==> config.mk <==
export PLATFORM = sky130hd
export DESIGN_NAME = morse_led_player
export DESIGN_NICKNAME = d
export VERILOG_FILES = /design/src/rtl/morse_led_player.sv
export SDC_FILE = /design/constraint.sdc
export NUM_CORES = 1
export LEC_CHECK = 0
export BUFFER_PORTS_ARGS = -buffer_cell sky130_fd_sc_hd__buf_2
export CORE_MARGIN = 2
export CORE_UTILIZATION = 30
export DETAILED_ROUTE_END_ITERATION = 12
export GPL_ROUTABILITY_DRIVEN = 0
export MAX_ROUTING_LAYER = met4
export PLACE_DENSITY = 0.57
export SKIP_LAST_GASP = 1
export SYNTH_ARGS = -nofsm -noshare
export SYNTH_HDL_FRONTEND = slang
export SYNTH_SLANG_ARGS = --single-unit
==> constraint.sdc <==
create_clock -name clk -period 2.27 [get_ports clk]
set_input_delay 0.227 -clock clk [delete_from_list [all_inputs] [get_ports clk]]
set_output_delay 0.227 -clock clk [all_outputs]
set_load 0.005 [all_outputs]
==> src/rtl/morse_led_player.sv <==
// morse_led_player: LED code display and real-time playback engine.
//
// Static mode (mode=0, IDLE): shows a left-aligned code of 1..MAXW
// symbols on the LED bank. Unlit positions blink with a half-period
// of UNIT_CYCLES.
// Playback mode (mode=1): a start request plays the latched code.
// A dot is 1 unit, a dash is 3 units, and there is a 1-unit gap
// between symbols. The player drives the LED bank and a tone line.
//
// Ports:
//   clk    in   system clock
//   rst    in   synchronous active-high reset
//   code   in   [MAXW-1:0] symbol bits (1 = dash), code[width-1] played first
//   width  in   [WW-1:0]   number of valid symbols, 1..MAXW
//   mode   in   0 = static display, 1 = playback
//   start  in   playback request
//   led    out  [LEDS-1:0] LED drive (registered)
//   tone   out  high during a mark (registered)
//   busy   out  playback in progress (registered)
//   done   out  one-cycle end-of-playback pulse (registered)
module morse_led_player #(
  parameter int MAXW        = 5,
  parameter int LEDS        = 8,
  parameter int UNIT_CYCLES = 33554432,
  parameter int WW          = $clog2(MAXW + 1)
) (
  input  logic            clk,
  input  logic            rst,
  input  logic [MAXW-1:0] code,
  input  logic [WW-1:0]   width,
  input  logic            mode,
  input  logic            start,
  output logic [LEDS-1:0] led,
  output logic            tone,
  output logic            busy,
  output logic            done
);

  localparam int CW = (UNIT_CYCLES > 2) ? $clog2(UNIT_CYCLES) : 1;
  localparam logic [CW-1:0]   CNT_LAST = CW'(UNIT_CYCLES - 1);
  localparam logic [LEDS-1:0] LED_TOP  = {1'b1, {(LEDS-1){1'b0}}};

  typedef enum logic [1:0] {IDLE = 2'd0, MARK = 2'd1, GAP = 2'd2, FIN = 2'd3} state_t;

  state_t          state;
  logic [CW-1:0]   cnt;
  logic            phase;
  logic [WW-1:0]   k;
  logic [WW-1:0]   lw;
  logic [1:0]      units;      // units elapsed in the current mark
  logic [MAXW-1:0] sym_sr;     // latched code, current symbol in the MSB
  logic [LEDS-1:0] sym_led;    // one-hot LED of the current symbol

  logic            tick;
  logic            width_ok;
  logic [MAXW-1:0] aligned;    // code shifted so symbol j sits at bit MAXW-1-j
  logic [LEDS-1:0] static_led;
  logic [1:0]      mark_last;  // index of the final unit of this mark

  // Decode of timer wrap, width validity, alignment and static pattern.
  always_comb begin
    tick       = (cnt == CNT_LAST);
    width_ok   = (width != {WW{1'b0}}) && (width <= WW'(MAXW));
    aligned    = code << (WW'(MAXW) - width);
    mark_last  = sym_sr[MAXW-1] ? 2'd2 : 2'd0;
    static_led = {LEDS{1'b0}};
    if (width_ok) begin
      for (int j = 0; j < MAXW; j++) begin
        if (WW'(j) < width) begin
          static_led[LEDS-1-j] = aligned[MAXW-1-j] | phase;
        end else begin
          static_led[LEDS-1-j] = 1'b0;
        end
      end
    end else begin
      static_led = {LEDS{1'b0}};
    end
  end

  // Playback FSM, unit timer, blink phase and registered outputs.
  always_ff @(posedge clk) begin
    if (rst) begin
      state   <= IDLE;
      cnt     <= {CW{1'b0}};
      phase   <= 1'b0;
      k       <= {WW{1'b0}};
      lw      <= {WW{1'b0}};
      units   <= 2'd0;
      sym_sr  <= {MAXW{1'b0}};
      sym_led <= {LEDS{1'b0}};
      led     <= {LEDS{1'b0}};
      tone    <= 1'b0;
      busy    <= 1'b0;
      done    <= 1'b0;
    end else begin
      cnt  <= tick ? {CW{1'b0}} : cnt + CW'(1);
      done <= 1'b0;
      case (state)
        IDLE: begin
          if (tick) phase <= ~phase;
          if (mode && width_ok && start) begin
            // Restart the timer so the first mark is a full unit long.
            cnt     <= {CW{1'b0}};
            sym_sr  <= aligned;
            lw      <= width;
            k       <= {WW{1'b0}};
            units   <= 2'd0;
            sym_led <= LED_TOP;
            led     <= LED_TOP;
            tone    <= 1'b1;
            busy    <= 1'b1;
            state   <= MARK;
          end else begin
            led  <= mode ? {LEDS{1'b0}} : static_led;
            tone <= 1'b0;
            busy <= 1'b0;
          end
        end
        MARK: begin
          if (tick) begin
            if (units == mark_last) begin
              units <= 2'd0;
              tone  <= 1'b0;
              led   <= {LEDS{1'b0}};
              if (k == lw - WW'(1)) begin
                busy  <= 1'b0;
                done  <= 1'b1;
                state <= FIN;
              end else begin
                state <= GAP;
              end
            end else begin
              units <= units + 2'd1;
            end
          end
        end
        GAP: begin
          if (tick) begin
            k       <= k + WW'(1);
            sym_sr  <= sym_sr << 1;
            sym_led <= sym_led >> 1;
            led     <= sym_led >> 1;
            tone    <= 1'b1;
            state   <= MARK;
          end
        end
        FIN: begin
          // One cycle here keeps a held start from re-triggering on the done edge.
          state <= IDLE;
        end
        default: begin
          state <= IDLE;
          led   <= {LEDS{1'b0}};
          tone  <= 1'b0;
          busy  <= 1'b0;
        end
      endcase
    end
  end

endmodule

==> impl_metrics.sql <==
INSERT INTO impl_metrics (metric_group, metric, value, unit) VALUES
('final_layout', 'antenna_cells', '0', ''),
('yosys', 'synth.net_count', '370', ''),
('global_route', 'grt_pass1_wl', '11.8', 'mm'),
('global_route', 'grt_usage', '0.137', ''),
('critical_path', 'cp_slowest_cell', 'sky130_fd_sc_hd__or4_4', ''),
('final_layout', 'final_layout_size_suffix_gt1_frac', '0.204', ''),
('power', 'power_switching', '849', 'uW'),
('die', 'standard_cell_row_count', '36', ''),
('clock_tree', 'number_of_instances_resized_during_post_cts_repair', '0', ''),
('critical_path', 'timing.rr.end', 'k[2]', ''),
('final_layout', 'layout_common_cells', 'sky130_fd_sc_hd__dfxtp_1, sky130_fd_sc_hd__nor2_1, sky130_fd_sc_hd__nand2_1, sky130_fd_sc_hd__a21oi_1, sky130_fd_sc_hd__buf_4', ''),
('yosys', 'leading_cell_types_by_total_area_after_synthesis', 'sky130_fd_sc_hd__dfxtp_1, sky130_fd_sc_hd__nor2_1, sky130_fd_sc_hd__ha_1', ''),
('critical_path', 'cp-startpoint', 'cnt[5]', ''),
('die', 'floorplan.core_area', '9770', 'um2'),
('die', 'die-area', '10900', 'um2'),
('die', 'top_level_ports', '23', ''),
('routing', 'detailroute.via_count', '2612', ''),
('place', 'io_buffers', '22', ''),
('power', 'powerDensity', '761', 'nW/um2'),
('clock_tree', 'ctsHoldBuffers', '0', ''),
('critical_path', 'worst_ep_required_time', '2.53', 'ns'),
('critical_path', 'reg2regPathDepth', '5', ''),
('final_layout', 'multi_input_area', '1780', 'um2'),
('timing', 'fin_setup_tns', '0', 'ns'),
('global_route', 'number_of_antenna_violations_at_the_first_check_in_global_routing', '0', ''),
('yosys', 'mappedNetlistArea', '3030', 'um2'),
('clock_tree', 'cts_max_level', '3', ''),
('yosys', 'synth_area_per_cell', '8.76', 'um2'),
('power', 'p_seq_frac', '0.418', ''),
('power', 'cell_internal_pwr', '1.95', 'mW'),
('critical_path', 'cp-start-kind', 'register', ''),
('routing', 'totalWireLength', '6.97', 'mm'),
('timing', 'pin_slew_with_the_least_headroom_to_its_limit', '0.551', 'ns'),
('clock_tree', 'cts_tree', 'done', ''),
('timing', 'setup-violations-final', '0', ''),
('power', 'power.leakage', '1.39', 'nW'),
('yosys', 'synth.distinct_cells', '56', ''),
('yosys', 'synth_ff_type', 'sky130_fd_sc_hd__dfxtp_1', ''),
('critical_path', 'crit_chain', 'nand4_4 > or4_4 > o31a_4 > or4_1 > a211oi_2', ''),
('critical_path', 'timing.critical_path.to', 'k[2]', ''),
('final_layout', 'layout-area-overhead-vs-synth', '21.5', '%'),
('place', 'dp_hpwl', '5.12', 'mm'),
('outcome', 'status', 'finished clean', ''),
('critical_path', 'critPathKind', 'reg2reg', ''),
('routing', 'detail_route.drc_violations', '0', ''),
('yosys', 'synth_async_sr_flop_share', '0', ''),
('timing', 'fin_worst_skew', '0.00624', 'ns'),
('timing', 'clock.fmax', '0.468', 'GHz'),
('clock_tree', 'clock_tree.buffer_depth', '2', ''),
('yosys', 'postSynthRegisterBits', '59', ''),
('final_layout', 'fin_util', '0.377', ''),
('final_layout', 'final_net_count', '418', ''),
('clock_tree', 'cts_setup_buffers', '0', ''),
('die', 'die_x', '105', 'um'),
('yosys', 'synth_largest_type_area_fraction', '0.390', ''),
('clock_tree', 'root_buffer', 'sky130_fd_sc_hd__clkbuf_8', ''),
('flow_run', 'cap_violations', '0', ''),
('global_route', 'grt_pass1_vias', '2446', ''),
('critical_path', 'critical_path_stages', '5', ''),
('critical_path', 'r2r-start', 'cnt[5]', ''),
('critical_path', 'critical_path.endpoint_type', 'register', ''),
('routing', 'drtIter0Drc', '151', ''),
('die', 'floorplan.initialDensity', '0.310', ''),
('clock_tree', 'cts_sinks', '59', ''),
('power', 'pwr-share-clk', '0.324', ''),
('final_layout', 'fillerInstances', '1006', ''),
('critical_path', 'cp_slowest_stage_delay', '0.55', 'ns'),
('routing', 'drtPass1Iterations', '4', ''),
('timing', 'layout_setup_ws', '0.132', 'ns'),
('power', 'share_comb_of_total_power', '0.258', ''),
('power', 'p_sw_frac', '0.303', '');
## how the worst min path moves through the flow
| stage | slack [ns] | startpoint | endpoint | depth (start not counted) |
|---|---|---|---|---|
| 2_1_floorplan | 0.37 | width[2] | lw[2] | 2 |
| 3_3_place_gp | 0.45 | cnt[24] | cnt[24] | 2 |
| 3_5_place_dp | 0.46 | sym_led[1] | led[0] | 2 |
| 4_1_cts | 0.22 | code[0] | sym_sr[0] | 3 |
| 5_1_grt | 0.23 | code[0] | sym_sr[0] | 3 |
| 6_report | 0.23 | code[0] | sym_sr[0] | 3 |
## power groups by stage
stage          clock network [mW]  registers (mW)  logic, mW
2_1_floorplan                   0            1.18      0.462
3_3_place_gp                    0            1.19      0.714
3_5_place_dp                    0            1.19      0.713
4_1_cts                     0.932            1.17      0.716
5_1_grt                     0.971            1.18      0.813
6_report                    0.907            1.17      0.724
## stage by stage
stage / cell area [um2] / hold slack [ns] / instances / total power [mW]
floorplan: 3030 / 0.374 / 346 / 1.65
global placement: 3470 / 0.451 / 516 / 1.90
detailed placement: 3470 / 0.462 / 516 / 1.90
CTS: 3650 / 0.219 / 530 / 2.82
global route: 3680 / 0.235 / 530 / 2.97
finish: 3680 / 0.232 / 530 / 2.80
## worst min-delay path, stage by stage
cell	delay, ns
sky130_fd_sc_hd__buf_2	0.13
sky130_fd_sc_hd__nand4_1	0.09
sky130_fd_sc_hd__a21oi_1	0.06
## cells by family after synthesis
kind of cell,after synthesis,share of synthesized area
fa+ha+maj,12,0.0495
simple gates,135,0.231
mux,9,0.0355
buf+inv,26,0.0326
compound gates,78,0.178
xor+xnor,27,0.0830
flops,59,0.390
## layout make-up
type                       count  area share
multi-input combinational    261       0.483
sequential                    59       0.322
timing repair buffer          47      0.0843
tap                          133      0.0452
clock buffer                  11      0.0384
inverter                      16      0.0163
clock inverter                 3      0.0109
## synth_stat cells (3+ instances only)
master	instances
sky130_fd_sc_hd__nor2_1	48
sky130_fd_sc_hd__inv_1	15
sky130_fd_sc_hd__a311oi_1	3
sky130_fd_sc_hd__or4_1	4
sky130_fd_sc_hd__or3_1	3
sky130_fd_sc_hd__and2_1	3
sky130_fd_sc_hd__o31ai_1	5
sky130_fd_sc_hd__a22o_1	8
sky130_fd_sc_hd__nor4_1	3
sky130_fd_sc_hd__ha_1	12
sky130_fd_sc_hd__dfxtp_1	59
sky130_fd_sc_hd__nand4_1	13
sky130_fd_sc_hd__o21ai_0	11
sky130_fd_sc_hd__xnor2_1	9
sky130_fd_sc_hd__nand2_1	24
sky130_fd_sc_hd__mux2_2	4
sky130_fd_sc_hd__a21oi_1	24
sky130_fd_sc_hd__mux2i_1	4
sky130_fd_sc_hd__nand3_1	8
sky130_fd_sc_hd__xor2_1	17
sky130_fd_sc_hd__a211oi_1	7
sky130_fd_sc_hd__nor3_1	14
sky130_fd_sc_hd__clkbuf_1	9
## state kept, by name, summed over array words and instances, names as in the netlist, 2 cells and up
register  flops
sym_led       7
cnt          25
k             3
led           8
units         2
lw            3
state         2
sym_sr        5
## routing by layer
layer | GRT usage | up-vias | part of all wire
li1 | - | 1350 | -
met1 | 0.192 | 1197 | 0.51
met2 | 0.190 | 52 | 0.43
met3 | 0.0238 | 13 | 0.046
met4 | 0.0618 | 0 | 0.020
met5 | - | - | 0
No activity file was read; power rests on OpenSTA's default activity.
